## src/rtl/qsfp_mgmt_ctrl_if.sv

```systemverilog
// wb_interface: Wishbone classic register bus used by qsfp_mgmt_ctrl.
//
// Signals:
//   adr   [7:0]  register address (the block decodes all eight bits)
//   dat_i [31:0] write data from the master
//   dat_o [31:0] read data from the slave, valid in the ack cycle
//   we           write enable
//   stb, cyc     strobe and cycle
//   ack          single-cycle acknowledge from the slave
//
// Handshake: a transfer is requested while cyc & stb are high. The slave
// answers with ack high for exactly one cycle. The master removes or changes
// the request after seeing ack. A request held high across the ack gets a
// fresh ack two cycles later.
interface wb_interface;
    logic [7:0]  adr;
    logic [31:0] dat_i;
    logic [31:0] dat_o;
    logic        we;
    logic        stb;
    logic        cyc;
    logic        ack;

    modport slave (
        input  adr,
        input  dat_i,
        input  we,
        input  stb,
        input  cyc,
        output dat_o,
        output ack
    );

    modport master (
        output adr,
        output dat_i,
        output we,
        output stb,
        output cyc,
        input  dat_o,
        input  ack
    );
endinterface

```

## src/rtl/qsfp_mgmt_ctrl.sv

```systemverilog
// qsfp_mgmt_ctrl: QSFP module management controller.
//
// This block debounces module presence, sequences module reset and
// initialisation, latches the module interrupt, and exposes control and
// status through a small Wishbone register file.
//
// Ports:
//   clk          single clock for all logic, including the register bus
//   rst_n        asynchronous active-low reset (release synchronized inside)
//   wb           Wishbone slave (adr, dat_i, dat_o, we, stb, cyc, ack)
//   modprs_b     module present pin, asynchronous, active-low
//   int_b        module interrupt pin, asynchronous, active-low
//   modsel_b     module select, active-low
//   reset_b      module reset, active-low
//   lp_mode      module low-power request
//   module_ready high only in READY
//   irq          level interrupt = int_latched & irq_en
//
// Registers (adr[7:0]):
//   0x00 CTRL       bit0 enable, bit1 lp_force, bit2 soft_reset (pulse, reads 0), bit3 irq_en
//   0x01 STATUS     bits[1:0] state, bit2 present, bit3 int, bit4 int_latched (W1C)
//   0x02 INSERT_CNT bits[15:0], any write clears it
//   0x03 ID         0x51F0_0001
//   other           read 0, writes ignored
module qsfp_mgmt_ctrl #(
    parameter int T_RESET_CYC  = 2000,
    parameter int T_INIT_CYC   = 400000000,
    parameter int DEBOUNCE_CYC = 1024
) (
    input  logic       clk,
    input  logic       rst_n,
    wb_interface.slave wb,
    input  logic       modprs_b,
    input  logic       int_b,
    output logic       modsel_b,
    output logic       reset_b,
    output logic       lp_mode,
    output logic       module_ready,
    output logic       irq
);

    typedef enum logic [1:0] {
        ST_IDLE  = 2'd0,
        ST_RESET = 2'd1,
        ST_INIT  = 2'd2,
        ST_READY = 2'd3
    } state_t;

    localparam int          DB_W     = $clog2(DEBOUNCE_CYC + 1);
    localparam logic [31:0] ID_VALUE = 32'h51F0_0001;

    // Reset assertion is asynchronous everywhere; release only takes effect
    // once 'run' rises, two clean edges after rst_n goes high. Until then
    // every register holds the value the asynchronous reset gave it.
    logic [1:0] rst_sync;
    logic       run;

    always_ff @(posedge clk or negedge rst_n) begin
        if (!rst_n) rst_sync <= 2'b00;
        else        rst_sync <= {rst_sync[0], 1'b1};
    end

    assign run = rst_sync[1];

    // Pin synchronizers, reset to 1 so the module looks absent and quiet.
    logic [1:0] prs_sync;
    logic [1:0] int_sync;
    logic       sync_prs_b;
    logic       sync_int_b;

    always_ff @(posedge clk or negedge rst_n) begin
        if (!rst_n) begin
            prs_sync <= 2'b11;
            int_sync <= 2'b11;
        end else if (run) begin
            prs_sync <= {prs_sync[0], modprs_b};
            int_sync <= {int_sync[0], int_b};
        end
    end

    assign sync_prs_b = prs_sync[1];
    assign sync_int_b = int_sync[1];

    // Register bus decode. A request is accepted when ack is low, so a held
    // request alternates request/ack cycles and never writes twice.
    logic wb_req;
    logic wr_ctrl;
    logic wr_status;
    logic wr_cnt;
    logic soft_reset;
    logic int_clear;
    logic unused_dat;

    assign wb_req     = wb.cyc & wb.stb & ~wb.ack;
    assign wr_ctrl    = wb_req & wb.we & (wb.adr == 8'h00);
    assign wr_status  = wb_req & wb.we & (wb.adr == 8'h01);
    assign wr_cnt     = wb_req & wb.we & (wb.adr == 8'h02);
    assign soft_reset = wr_ctrl & wb.dat_i[2];
    assign int_clear  = wr_status & wb.dat_i[4];
    assign unused_dat = ^wb.dat_i[31:5];

    // CTRL register
    logic enable;
    logic lp_force;
    logic irq_en;

    always_ff @(posedge clk or negedge rst_n) begin
        if (!rst_n) begin
            enable   <= 1'b0;
            lp_force <= 1'b1;
            irq_en   <= 1'b0;
        end else if (run && wr_ctrl) begin
            enable   <= wb.dat_i[0];
            lp_force <= wb.dat_i[1];
            irq_en   <= wb.dat_i[3];
        end
    end

    // Presence debounce: 'present' follows the synchronized pin only after
    // it has disagreed for DEBOUNCE_CYC consecutive cycles.
    logic            present;
    logic [DB_W-1:0] db_cnt;
    logic            db_differs;
    logic            db_done;
    logic [15:0]     insert_cnt;

    assign db_differs = (~sync_prs_b) != present;
    assign db_done    = db_differs && (db_cnt == DB_W'(DEBOUNCE_CYC - 1));

    always_ff @(posedge clk or negedge rst_n) begin
        if (!rst_n) begin
            present <= 1'b0;
            db_cnt  <= '0;
        end else if (run) begin
            if (!db_differs) begin
                db_cnt <= '0;
            end else if (db_done) begin
                present <= ~sync_prs_b;
                db_cnt  <= '0;
            end else begin
                db_cnt <= db_cnt + 1'b1;
            end
        end
    end

    // Insertion counter counts accepted 0->1 presence changes, saturating.
    always_ff @(posedge clk or negedge rst_n) begin
        if (!rst_n) begin
            insert_cnt <= '0;
        end else if (run) begin
            if (wr_cnt)
                insert_cnt <= '0;
            else if (db_done && !present && insert_cnt != 16'hFFFF)
                insert_cnt <= insert_cnt + 16'd1;
        end
    end

    // Bring-up FSM
    state_t      state_q;
    state_t      state_d;
    logic [31:0] timer;
    logic [31:0] timer_d;
    logic        restart;

    assign restart = soft_reset && (state_q != ST_IDLE);

    always_ff @(posedge clk or negedge rst_n) begin
        if (!rst_n) begin
            state_q <= ST_IDLE;
            timer   <= '0;
        end else if (run) begin
            state_q <= state_d;
            timer   <= timer_d;
        end
    end

    always_comb begin
        state_d = state_q;
        if (!present || !enable) begin
            state_d = ST_IDLE;
        end else if (restart) begin
            state_d = ST_RESET;
        end else begin
            case (state_q)
                ST_IDLE:  state_d = ST_RESET;
                ST_RESET: if (timer == 32'(T_RESET_CYC - 1)) state_d = ST_INIT;
                ST_INIT:  if (timer == 32'(T_INIT_CYC - 1))  state_d = ST_READY;
                default:  state_d = ST_READY;
            endcase
        end

        // The timer counts cycles spent in the current state and restarts on
        // every state change or soft reset.
        timer_d = timer + 32'd1;
        if (state_d != state_q || restart)
            timer_d = '0;
    end

    always_comb begin
        reset_b      = 1'b0;
        lp_mode      = 1'b1;
        modsel_b     = 1'b1;
        module_ready = 1'b0;
        case (state_q)
            ST_INIT: begin
                reset_b = 1'b1;
            end
            ST_READY: begin
                reset_b      = 1'b1;
                modsel_b     = 1'b0;
                lp_mode      = lp_force;
                module_ready = 1'b1;
            end
            default: ;
        endcase
    end

    // Interrupt latch: a new interrupt wins over a simultaneous clear.
    logic int_latched;

    always_ff @(posedge clk or negedge rst_n) begin
        if (!rst_n) begin
            int_latched <= 1'b0;
        end else if (run) begin
            if (!sync_int_b && state_q == ST_READY)
                int_latched <= 1'b1;
            else if (int_clear)
                int_latched <= 1'b0;
        end
    end

    assign irq = int_latched & irq_en;

    // Read mux and registered response
    logic [31:0] rdata;
    logic        ack_q;
    logic [31:0] dat_q;

    always_comb begin
        rdata = '0;
        case (wb.adr)
            8'h00: rdata = {28'd0, irq_en, 1'b0, lp_force, enable};
            8'h01: rdata = {27'd0, int_latched, ~sync_int_b, present, state_q};
            8'h02: rdata = {16'd0, insert_cnt};
            8'h03: rdata = ID_VALUE;
            default: rdata = '0;
        endcase
    end

    always_ff @(posedge clk or negedge rst_n) begin
        if (!rst_n) begin
            ack_q <= 1'b0;
            dat_q <= '0;
        end else if (run) begin
            ack_q <= wb_req;
            dat_q <= (wb_req && !wb.we) ? rdata : '0;
        end
    end

    assign wb.ack   = ack_q;
    assign wb.dat_o = dat_q;

endmodule
```

## src/flat_wrapper.sv

```systemverilog
// flat-port wrapper written by rule: the top's interface ports become plain ports
module qsfp_mgmt_ctrl_flat 
#(
    parameter int T_RESET_CYC  = 2000,
    parameter int T_INIT_CYC   = 400000000,
    parameter int DEBOUNCE_CYC = 1024
)
  (clk, rst_n, modprs_b, int_b, modsel_b, reset_b, lp_mode, module_ready, irq, wb_adr, wb_dat_i, wb_we, wb_stb, wb_cyc, wb_dat_o, wb_ack);
  wb_interface wb_i ();
  input  logic clk;
  input  logic rst_n;
  input  logic modprs_b;
  input  logic int_b;
  output logic modsel_b;
  output logic reset_b;
  output logic lp_mode;
  output logic module_ready;
  output logic irq;
  input wire logic [$bits(wb_i.adr)-1:0] wb_adr;
  input wire logic [$bits(wb_i.dat_i)-1:0] wb_dat_i;
  input wire logic [$bits(wb_i.we)-1:0] wb_we;
  input wire logic [$bits(wb_i.stb)-1:0] wb_stb;
  input wire logic [$bits(wb_i.cyc)-1:0] wb_cyc;
  output wire logic [$bits(wb_i.dat_o)-1:0] wb_dat_o;
  output wire logic [$bits(wb_i.ack)-1:0] wb_ack;
  assign wb_i.adr = wb_adr;
  assign wb_i.dat_i = wb_dat_i;
  assign wb_i.we = wb_we;
  assign wb_i.stb = wb_stb;
  assign wb_i.cyc = wb_cyc;
  assign wb_dat_o = wb_i.dat_o;
  assign wb_ack = wb_i.ack;
  qsfp_mgmt_ctrl #(.T_RESET_CYC(T_RESET_CYC), .T_INIT_CYC(T_INIT_CYC), .DEBOUNCE_CYC(DEBOUNCE_CYC)) u_core (.clk(clk), .rst_n(rst_n), .wb(wb_i), .modprs_b(modprs_b), .int_b(int_b), .modsel_b(modsel_b), .reset_b(reset_b), .lp_mode(lp_mode), .module_ready(module_ready), .irq(irq));
endmodule
```

## config.mk

```make
export PLATFORM = sky130hd
export DESIGN_NAME = qsfp_mgmt_ctrl_flat
export DESIGN_NICKNAME = d
export VERILOG_FILES = /design/src/rtl/qsfp_mgmt_ctrl_if.sv /design/src/rtl/qsfp_mgmt_ctrl.sv /design/src/flat_wrapper.sv
export SDC_FILE = /design/constraint.sdc
export NUM_CORES = 1
export LEC_CHECK = 0
export ABC_AREA = 1
export CAP_MARGIN = 40
export CELL_PAD_IN_SITES_DETAIL_PLACEMENT = 1
export CELL_PAD_IN_SITES_GLOBAL_PLACEMENT = 1
export CORE_MARGIN = 2
export CORE_UTILIZATION = 43
export DETAILED_ROUTE_END_ITERATION = 12
export GPL_TIMING_DRIVEN = 0
export MAX_ROUTING_LAYER = met4
export PLACE_DENSITY_LB_ADDON = 0.12
export REMOVE_ABC_BUFFERS = 1
export SKIP_CTS_REPAIR_TIMING = 1
export SYNTH_ARGS = -nofsm -noshare
export SYNTH_HDL_FRONTEND = slang
export SYNTH_SLANG_ARGS = --single-unit
```

## constraint.sdc

```tcl
create_clock -name clk -period 5.23 [get_ports clk]
set_input_delay 1.569 -clock clk [delete_from_list [all_inputs] [get_ports clk]]
set_output_delay 1.569 -clock clk [all_outputs]
set_load 0.005 [all_outputs]
```

==> Word level (Yosys, flattened, before mapping) <==
Cells that the tools add are included.
{ "totals": {"register_bits": 105, "latchBits": 0, "ram_bits": 0, "rom_bits": 0, "input_bits": 47, "elab_cells": 81, "memories": 0} }
{ "classes": {"addsub": 3, "n_mul": 0, "div": 0, "magnitude_cmp": 0, "eq_ne": 12, "shift": 0, "muxes": 18, "n_bitwise": 12, "reduce_logical": 22} }
{ "op_table": {"columns": ["cell", "count"], "rows": [
  ["31-bit one-hot mux with 4 select lines", 1],
  ["32-bit by 1-bit adder with 32-bit output, second input constant", 1],
  ["32-bit by 11-bit == test with 1-bit output, second input constant", 1],
  ["32-bit by 29-bit == test with 1-bit output, second input constant", 1],
  ["16-bit 2-to-1 mux", 2],
  ["32-bit 2-to-1 mux", 1],
  ["31-bit 2-to-1 mux", 1],
  ["11-bit 2-to-1 mux", 2],
  ["16-bit by 1-bit adder with 16-bit output, second input constant", 1],
  ["8-bit by 2-bit == test with 1-bit output, second input constant", 2],
  ["16-bit inequality test, second input constant", 1],
  ["11-bit by 1-bit adder with 11-bit output, second input constant", 1],
  ["11-bit by 10-bit == test with 1-bit output, second input constant", 1],
  ["1-bit bitwise AND", 9],
  ["8-bit by 1-bit == test with 1-bit output, second input constant", 1],
  ["8-bit zero test", 1],
  ["2-bit 2-to-1 mux", 4],
  ["1-bit logical AND", 7],
  ["1-bit 2-to-1 mux", 6],
  ["2-bit one-hot mux with 3 select lines", 1],
  ["2-bit nonzero test", 3],
  ["2-bit == test, second input constant", 2],
  ["1-bit zero test", 4],
  ["2-bit AND reduction", 2],
  ["8 further kinds", 11]
]} }

==> Logic depth before layout (Yosys ltp) <==
Gate-level depths: netlist (run 1).
{ "depth": {"word_depth": 11, "depth_mapped": 14, "ltp_nobuf": 13} }

==> Worst setup path before layout (run 1) <==
Ideal clock, no wire load.
{ "synth_path": {"path_kind": "input to register", "startpoint": "in wb_adr[3]", "endpoint": "reg u_core.timer[15]", "arrival_time_ps": 2669, "t_required_ps": 5088, "slack_ps": 2419, "stages": 11, "path_buffers": 1, "cell_sequence": "nor2_1 -> nand3_1 -> nor2_4 -> nand3_2 -> nand2_1 -> nor2_1 -> nand2_2 -> nand3_1 -> nand3_4 -> buf_6 -> a21oi_2"} }
{ "synth_between": {"elab_chain_len": 9} }
{ "synth_rtl": {"columns": ["element", "line", "source"], "rows": [
  ["from (decl)", "flat_wrapper.sv:19", "input wire logic [$bits(wb_i.adr)-1:0] wb_adr;"],
  ["8-bit zero test (*)", "qsfp_mgmt_ctrl.sv:95", "assign wr_ctrl = wb_req & wb.we & (wb.adr == 8'h00);"],
  ["1-bit bitwise AND (*)", "qsfp_mgmt_ctrl.sv:95", null],
  ["1-bit bitwise AND (*)", "qsfp_mgmt_ctrl.sv:98", "assign soft_reset = wr_ctrl & wb.dat_i[2];"],
  ["1-bit logical AND (*)", "qsfp_mgmt_ctrl.sv:165", "assign restart = soft_reset && (state_q != ST_IDLE);"],
  ["2-bit 2-to-1 mux", "qsfp_mgmt_ctrl.sv:181", "end else if (restart) begin"],
  ["2-bit 2-to-1 mux", "qsfp_mgmt_ctrl.sv:179", "if (!present || !enable) begin"],
  ["2-bit inequality test", "qsfp_mgmt_ctrl.sv:195", "if (state_d != state_q || restart)"],
  ["1-bit logical OR (*)", "qsfp_mgmt_ctrl.sv:195", null],
  ["32-bit 2-to-1 mux (*)", "qsfp_mgmt_ctrl.sv:195", null],
  ["to (signal assigned)", "qsfp_mgmt_ctrl.sv:173", "timer <= timer_d;"],
  ["to (decl)", "qsfp_mgmt_ctrl.sv:161", "logic [31:0] timer;"]
]} }
Mark *: on every way between the ends. The rest lies on a longest branch, timed or not.
A chain may end at the register's enable or synchronous reset.

==> Worst setup path in the final report (run 1) <==
{ "layout_path": {"startpoint": "in wb_adr[3]", "endpoint": "reg u_core.timer[1]"} }
The elaborated chain is that of the path after synthesis.

==> impl_results.md, run 1 <==
* Final Hold Viols at 0
* Total number of vias at 4553
* First-pass GRT wire length at 23800 um
* FP Rows at 40
* Drt wl/cell at 16.20 um
* Worst r2r path cells at 9
* Static Leakage at 2.699 nW
* Mapped Area at 5311 um2
* Die Span Y at 115.1 um
* Worst slack at placement at 1271 ps
* Combinational share of power at 10.9%
* Gate count of the mapped netlist at 668
* CP Class: in -> reg
* Tmin final at 3597 ps
* Number of flops mapped to enable cells by yosys at 0
* Die X at 115.1 um
* VDD IR max at 115.1 uV
* Final period utilization at 68.77%
* Relative slew slack at 51.35%
* CTS Root Cell: clkbuf_16
* Worst hold slack at 365.9 ps
* DIE AREA at 13260 um2
* Clock-pin slew on the worst setup and hold paths at 60 ps
* RSZ-0062 raised after global routing: no
* Total wire length at 13880 um
* Status: finished, final reports clean
* Register share of total power at 49.7%
* Reg-to-Reg End: u_core.wb.dat_o[4]
* Total GRT Usage at 23.34%
* Crit path DAT at 3850 ps
* Clk pwr share at 39.4%
* Largest net degree at the start of global routing at 52
* Reg2reg start: u_core.rst_sync[1]
* Worst setup path start: wb_adr[3]
* Number of distinct library cells after synthesis at 46
* Switch Pwr at 0.0004258 W
* Critical Path RT at 5480 ps
* CTS Buf Count at 9
* CP Capture Type: register
* Ys flop type: dfrtp_1
* Commonest cells in the netlist: 154 x nand2_1, 88 x inv_1, 85 x dfrtp_1
* GP Congestion at 0.8530
* Hold Path End: u_core.rst_sync[1]
* Io pins at 85
* Peak Freq at 0.2780 GHz
* Ys async rst share at 100.0%
* R2R setup slack at 2480 ps
* Placed Cells at 841
* Initial antenna violation count at 0
* Non-filler cells, final at 857
* Post-DRT Antenna Nets at 0
* DP HPWL at 10320 um
* Layout area overhead at 16.07%
* Core area at 12010 um2
* PortBufs at 48
* H-tree Lvls at 3
* Hold Crit Depth at 0
* Seq cells post-synth at 90
* Syn. warnings at 0
* Fin. max-slew vios at 0
* TritonCTS clock tree: yes
* Post-synth top area share at 40.05%
* Share of cells above drive strength 1 at 11.97%
* Post-layout util at 51.32%
* Setup Viol. Count Final at 0
* Clock latency on the worst-skew pair at 350 ps
* Dominant cell type by area after synthesis: dfrtp_1
* Cell Pwr Density at 257.1 nW/um2
* Setup ws final at 1633 ps
* Worst-path fanout max at 32
* Gr ovfl total at 0
* Max Cap Violations at 0
* Antenna Cells at 0
* Fin nets at 755
* Post-Route Skew at 6.700 ps
* Internal power at 0.001159 W
* Vias per cell at 5.313
* CTS Sinks at 90
* Mean Syn Cell Area at 7.951 um2
* Maximum root-to-sink buffer count at 2
* # DRC at 0
* Initial DRC count at 140
* Switching power share of the total at 26.86%
* DR pass1 iterations at 4
* Register area share after synthesis at 42.52%
* Worst-margin pin slew at 728.6 ps
* Vias in the first global route at 4899
* Worst hold path startpoint: u_core.rst_sync[0]
* Initial core utilization at 44.22%
* Most common cell in the netlist: nand2_1
* Worst min-delay path class: reg -> reg
* Synth area leaders: dfrtp_1 40%, nand2_1 11%, inv_1 6.2%, a21oi_2 4.9%, xor2_1 4.8%
* CP Launch Type: input pin
worst max-delay path by stage:
stage                     cells past startpoint                     to
after floorplan                               9  u_core.insert_cnt[11]
after global placement                        1     u_core.wb.dat_o[7]
after detailed placement                     12        u_core.timer[1]
after CTS                                    12        u_core.timer[1]
after global routing                         12        u_core.timer[0]
final                                        12        u_core.timer[1]
state kept, by name, summed over array words and instances, names as in the netlist:
signal	count
u_core.timer	32
u_core.int_sync	2
u_core.irq_en	1
u_core.wb.dat_o	17
u_core.db_cnt	11
u_core.present	1
u_core.prs_sync	2
u_core.lp_force	1
u_core.wb.ack	1
u_core.insert_cnt	16
u_core.enable	1
u_core.int_latched	1
u_core.state_q	2
u_core.rst_sync	2
cell type report:
| type | count | area (um2) |
|---|---|---|
| Timing Repair Buffer | 52 | 568.0 |
| Multi-Input combinational cell | 462 | 2531 |
| Inverter | 90 | 337.8 |
| Clock inverter | 3 | 23.77 |
| Sequential cell | 90 | 2260 |
| Clock buffer | 13 | 260.3 |
| Tap cell | 147 | 183.9 |
| Fill cell | 1468 | 5847 |
cell usage in the layout, fill, tap and decap left out, types with 5 or more instances in the layout:
cell / count
nand2_1: 154
inv_1: 88
dfrtp_1: 84
nor2_1: 50
clkdlybuf4s50_1: 47
nand3_1: 43
o21ai_0: 40
a21oi_2: 30
xor2_1: 29
nor3_1: 15
nand4_1: 14
o22ai_1: 10
conb_1: 10
clkbuf_16: 9
nor4_1: 5
o211ai_1: 5
o31ai_1: 5
nand2_2: 5
dfstp_2: 5
worst max-delay path: stages:
cell and delay, ps:
clkdlybuf4s50_1 440, nor2_1 190, nand3_1 140, nor2_4 180, nand3_2 110, nand2_1 130
inv_1 80, nand3_1 80, nand2_1 50, clkinv_1 60, nand3_4 460, o21ai_0 330
through the flow:
step           total power (W)  instance area [um2]  TNS [ps]
3_5_place_dp         0.0009748                 5881         0
3_3_place_gp         0.0009589                 5792    -75870
2_1_floorplan        0.0008970                 5127         0
5_1_grt               0.001658                 6165         0
6_report              0.001585                 6165         0
4_1_cts               0.001605                 6165         0
metal layers:
| metal | up-vias | GRT usage [%] | wire length [um] | share of wire (%) |
|---|---|---|---|---|
| li1 | 2214 | - | - | - |
| met5 | - | - | 0 | 0 |
| met4 | 0 | 7.952 | 239 | 1.7 |
| met1 | 2259 | 28.35 | 6303 | 45 |
| met3 | 17 | 3.426 | 394 | 2.8 |
| met2 | 63 | 39.80 | 6945 | 50 |
power by group through the flow:
stage	sequential, W	clock (W)	combinational (W)
floorplan	0.000792	0	0.000105
global placement	0.000805	0	0.000154
detailed placement	0.000801	0	0.000174
CTS	0.000788	0.000641	0.000176
global route	0.000795	0.000667	0.000195
finish	0.000788	0.000625	0.000173
cells by family after synthesis:
kind of cell    synth area share [%]
compound gates                 13.33
xor+xnor                       5.277
fa+ha+maj                     0.7068
buf+inv                        10.39
flops                          42.52
mux                           0.8245
other cells                   0.1414
simple gates                   26.81
Note: power is estimated with default switching activity, not from simulation.
==> inputs of run 2 (changes only) <==
- CORE_UTILIZATION: 43 -> 40
- clock period: 5.23 -> 3.6 ns (I/O delays scaled with it)
==> impl_results.md, run 2 (same netlist as run 1, synthesis figures left out) <==
* CP Launch Type: input pin
* Drt wl/cell at 15.83 um (-2.3%)
* Relative slew slack at 47.89% (-3.5 points)
* Worst-path fanout max at 32 (unchanged)
* CTS Sinks at 90 (unchanged)
* Total GRT Usage at 21.87% (-1.5 points)
* Post-Route Skew at 8.281 ps (+1.580 ps)
* RSZ-0062 raised after global routing: no
* Antenna Cells at 0 (unchanged)
* # DRC at 0 (unchanged)
* Maximum root-to-sink buffer count at 2 (unchanged)
* DP HPWL at 10440 um (+1.1%)
* Internal power at 0.001685 W (+45%)
* Fin. max-slew vios at 0 (unchanged)
* Initial antenna violation count at 0 (unchanged)
* Layout fillers at 1584 (+7.9%)
* Buffers & Inverters on Critical Path at 3 (unchanged)
* Top sig layer: met4
* Initial DRC count at 170 (+21%)
* Clk pwr share at 40.2% (+0.8 points)
* Final period utilization at 85.71%
* WP depth at 12 (unchanged)
* Gr ovfl total at 0 (unchanged)
* Worst min-delay path class: reg -> reg
* Status: finished, final reports clean
* Hold Crit Depth at 0 (unchanged)
* Worst r2r path cells at 9 (unchanged)
* Top delay family on crit path: simple AND/OR/NAND/NOR gates
* VDD IR max at 144.4 uV (+25%)
* Core area at 13090 um2 (+8.9%)
* FP Rows at 42 (+5.0%)
* Fin Setup TNS at 0 ps (unchanged)
* Largest register FFs at 32 (unchanged)
* Clock-pin slew on the worst setup and hold paths at 70 ps (about the same)
* Worst-margin pin slew at 781.7 ps (+53.04 ps)
* Tmin final at 3086 ps
* Vias per cell at 5.098 (-4.0%)
* Met1 Wirelength at 6461 um (+2.5%)
* Die X at 119.2 um (+3.6%)
* Total power at 0.002332 W (+47%)
* Layout area overhead at 16.33%
* Switch Pwr at 0.0006466 W (+52%)
* Final Hold Viols at 0 (unchanged)
* Most common cell after layout, fill and taps aside: nand2_1
* Die Span Y at 119.2 um (+3.6%)
* Static Leakage at 2.690 nW (-0.33%)
* Area of the multi-input gates at 2531 um2 (unchanged)
* Register share of total power at 49.3% (-0.4 points)
* Setup Viol. Count Final at 0 (unchanged)
* Largest net degree at the start of global routing at 51 (-1.9%)
* Slowest stage cell, crit path: nand3_4
* CP Cell Sequence: clkdlybuf4s50_1, nor2_1, nand3_1, nor2_4, nand3_2, nand2_1, inv_1, nand3_1, nand2_1, clkinv_1, nand3_4, o21ai_0
* Io pins at 85 (unchanged)
* Most frequent cells in the layout: 154 x nand2_1, 88 x inv_1, 84 x dfrtp_1
* Crit path DAT at 3340 ps (-510 ps)
* Initial core utilization at 40.59% (-3.6 points)
* Fin nets at 754 (-0.13%)
* Total wire length at 14010 um (+0.89%)
* Met3 wire length at 292 um (-26%)
* Worst path max stage delay at 460 ps (about the same)
* Cell Pwr Density at 377.4 nW/um2 (+47%)
* CTS Root Cell: clkbuf_16
* Clock latency on the worst-skew pair at 350 ps (about the same)
* H-tree Lvls at 3 (unchanged)
* Vias in the first global route at 4975 (+1.6%)
* Peak Freq at 0.3241 GHz
* Seq. cell area at 2260 um2 (unchanged)
* Critical Path RT at 3850 ps (-1630 ps)
* Combinational share of power at 10.5% (-0.4 points)
* CP Class: in -> reg
* DIE AREA at 14220 um2 (+7.2%)
* Metal2 WL at 7050 um (+1.5%)
* CP Capture Type: register
* Max Cap Violations at 0 (unchanged)
* First-pass GRT wire length at 24180 um (+1.6%)
* TritonCTS clock tree: yes
* Total number of vias at 4512 (-0.90%)
* GP Congestion at 0.8504 (-0.30%)
* PortBufs at 48 (unchanged)
* DR pass1 iterations at 4 (unchanged)
* Share of cells above drive strength 1 at 11.99% (+0.017 points)
* Most flop-heavy register: u_core.timer
* CTS Buf Count at 9 (unchanged)
* Switching power share of the total at 27.73% (+0.87 points)
* Post-DRT Antenna Nets at 0 (unchanged)
-- run 2: final cells by class --
class	count	area share (%)
clock buffer	12	4.151
clock inverter	4	0.5265
inverter	90	5.468
multi-input combinational	462	40.97
sequential	90	36.57
tap	176	3.564
timing repair buffer	51	8.748
-- run 2: metrics by stage --
step                      worst slack, ps  util (%)  instances  cell area (um2)  hold WS [ps]
after floorplan                     366.7         -        642             5127         331.2
after global placement              -2024     44.54        866             5828         332.9
after detailed placement            82.50     45.01        869             5889         339.6
after CTS                           448.7     47.22        885             6178         355.0
after global routing                244.8     47.22        885             6178         370.6
final                               514.3     47.22        885             6178         351.1
-- run 2: power groups by stage --
stage | clock network, W | logic (W) | registers, W
floorplan | 0 | 0.000153 | 0.00115
global placement | 0 | 0.000223 | 0.00117
detailed placement | 0 | 0.000249 | 0.00117
CTS | 0.000960 | 0.000251 | 0.00115
global route | 0.00100 | 0.000281 | 0.00116
finish | 0.000937 | 0.000246 | 0.00115
-- run 2: worst paths after layout --
kind	start	to	slack, ps
worst max-delay path	wb_adr[3]	u_core.timer[0]	510
worst min-delay path	u_core.rst_sync[0]	u_core.rst_sync[1]	350
worst max register to register	u_core.rst_sync[1]	u_core.wb.dat_o[15]	670
worst min register to register	u_core.rst_sync[0]	u_core.rst_sync[1]	350
max in group asynchronous	rst_n	u_core.prs_sync[1]	2190
min in group asynchronous	rst_n	u_core.timer[16]	710
-- run 2: layer usage --
layer,vias to the layer above,global-route usage (%)
met5,-,-
met2,49,37.46
met3,13,2.778
li1,2212,-
met4,0,7.217
met1,2238,26.79
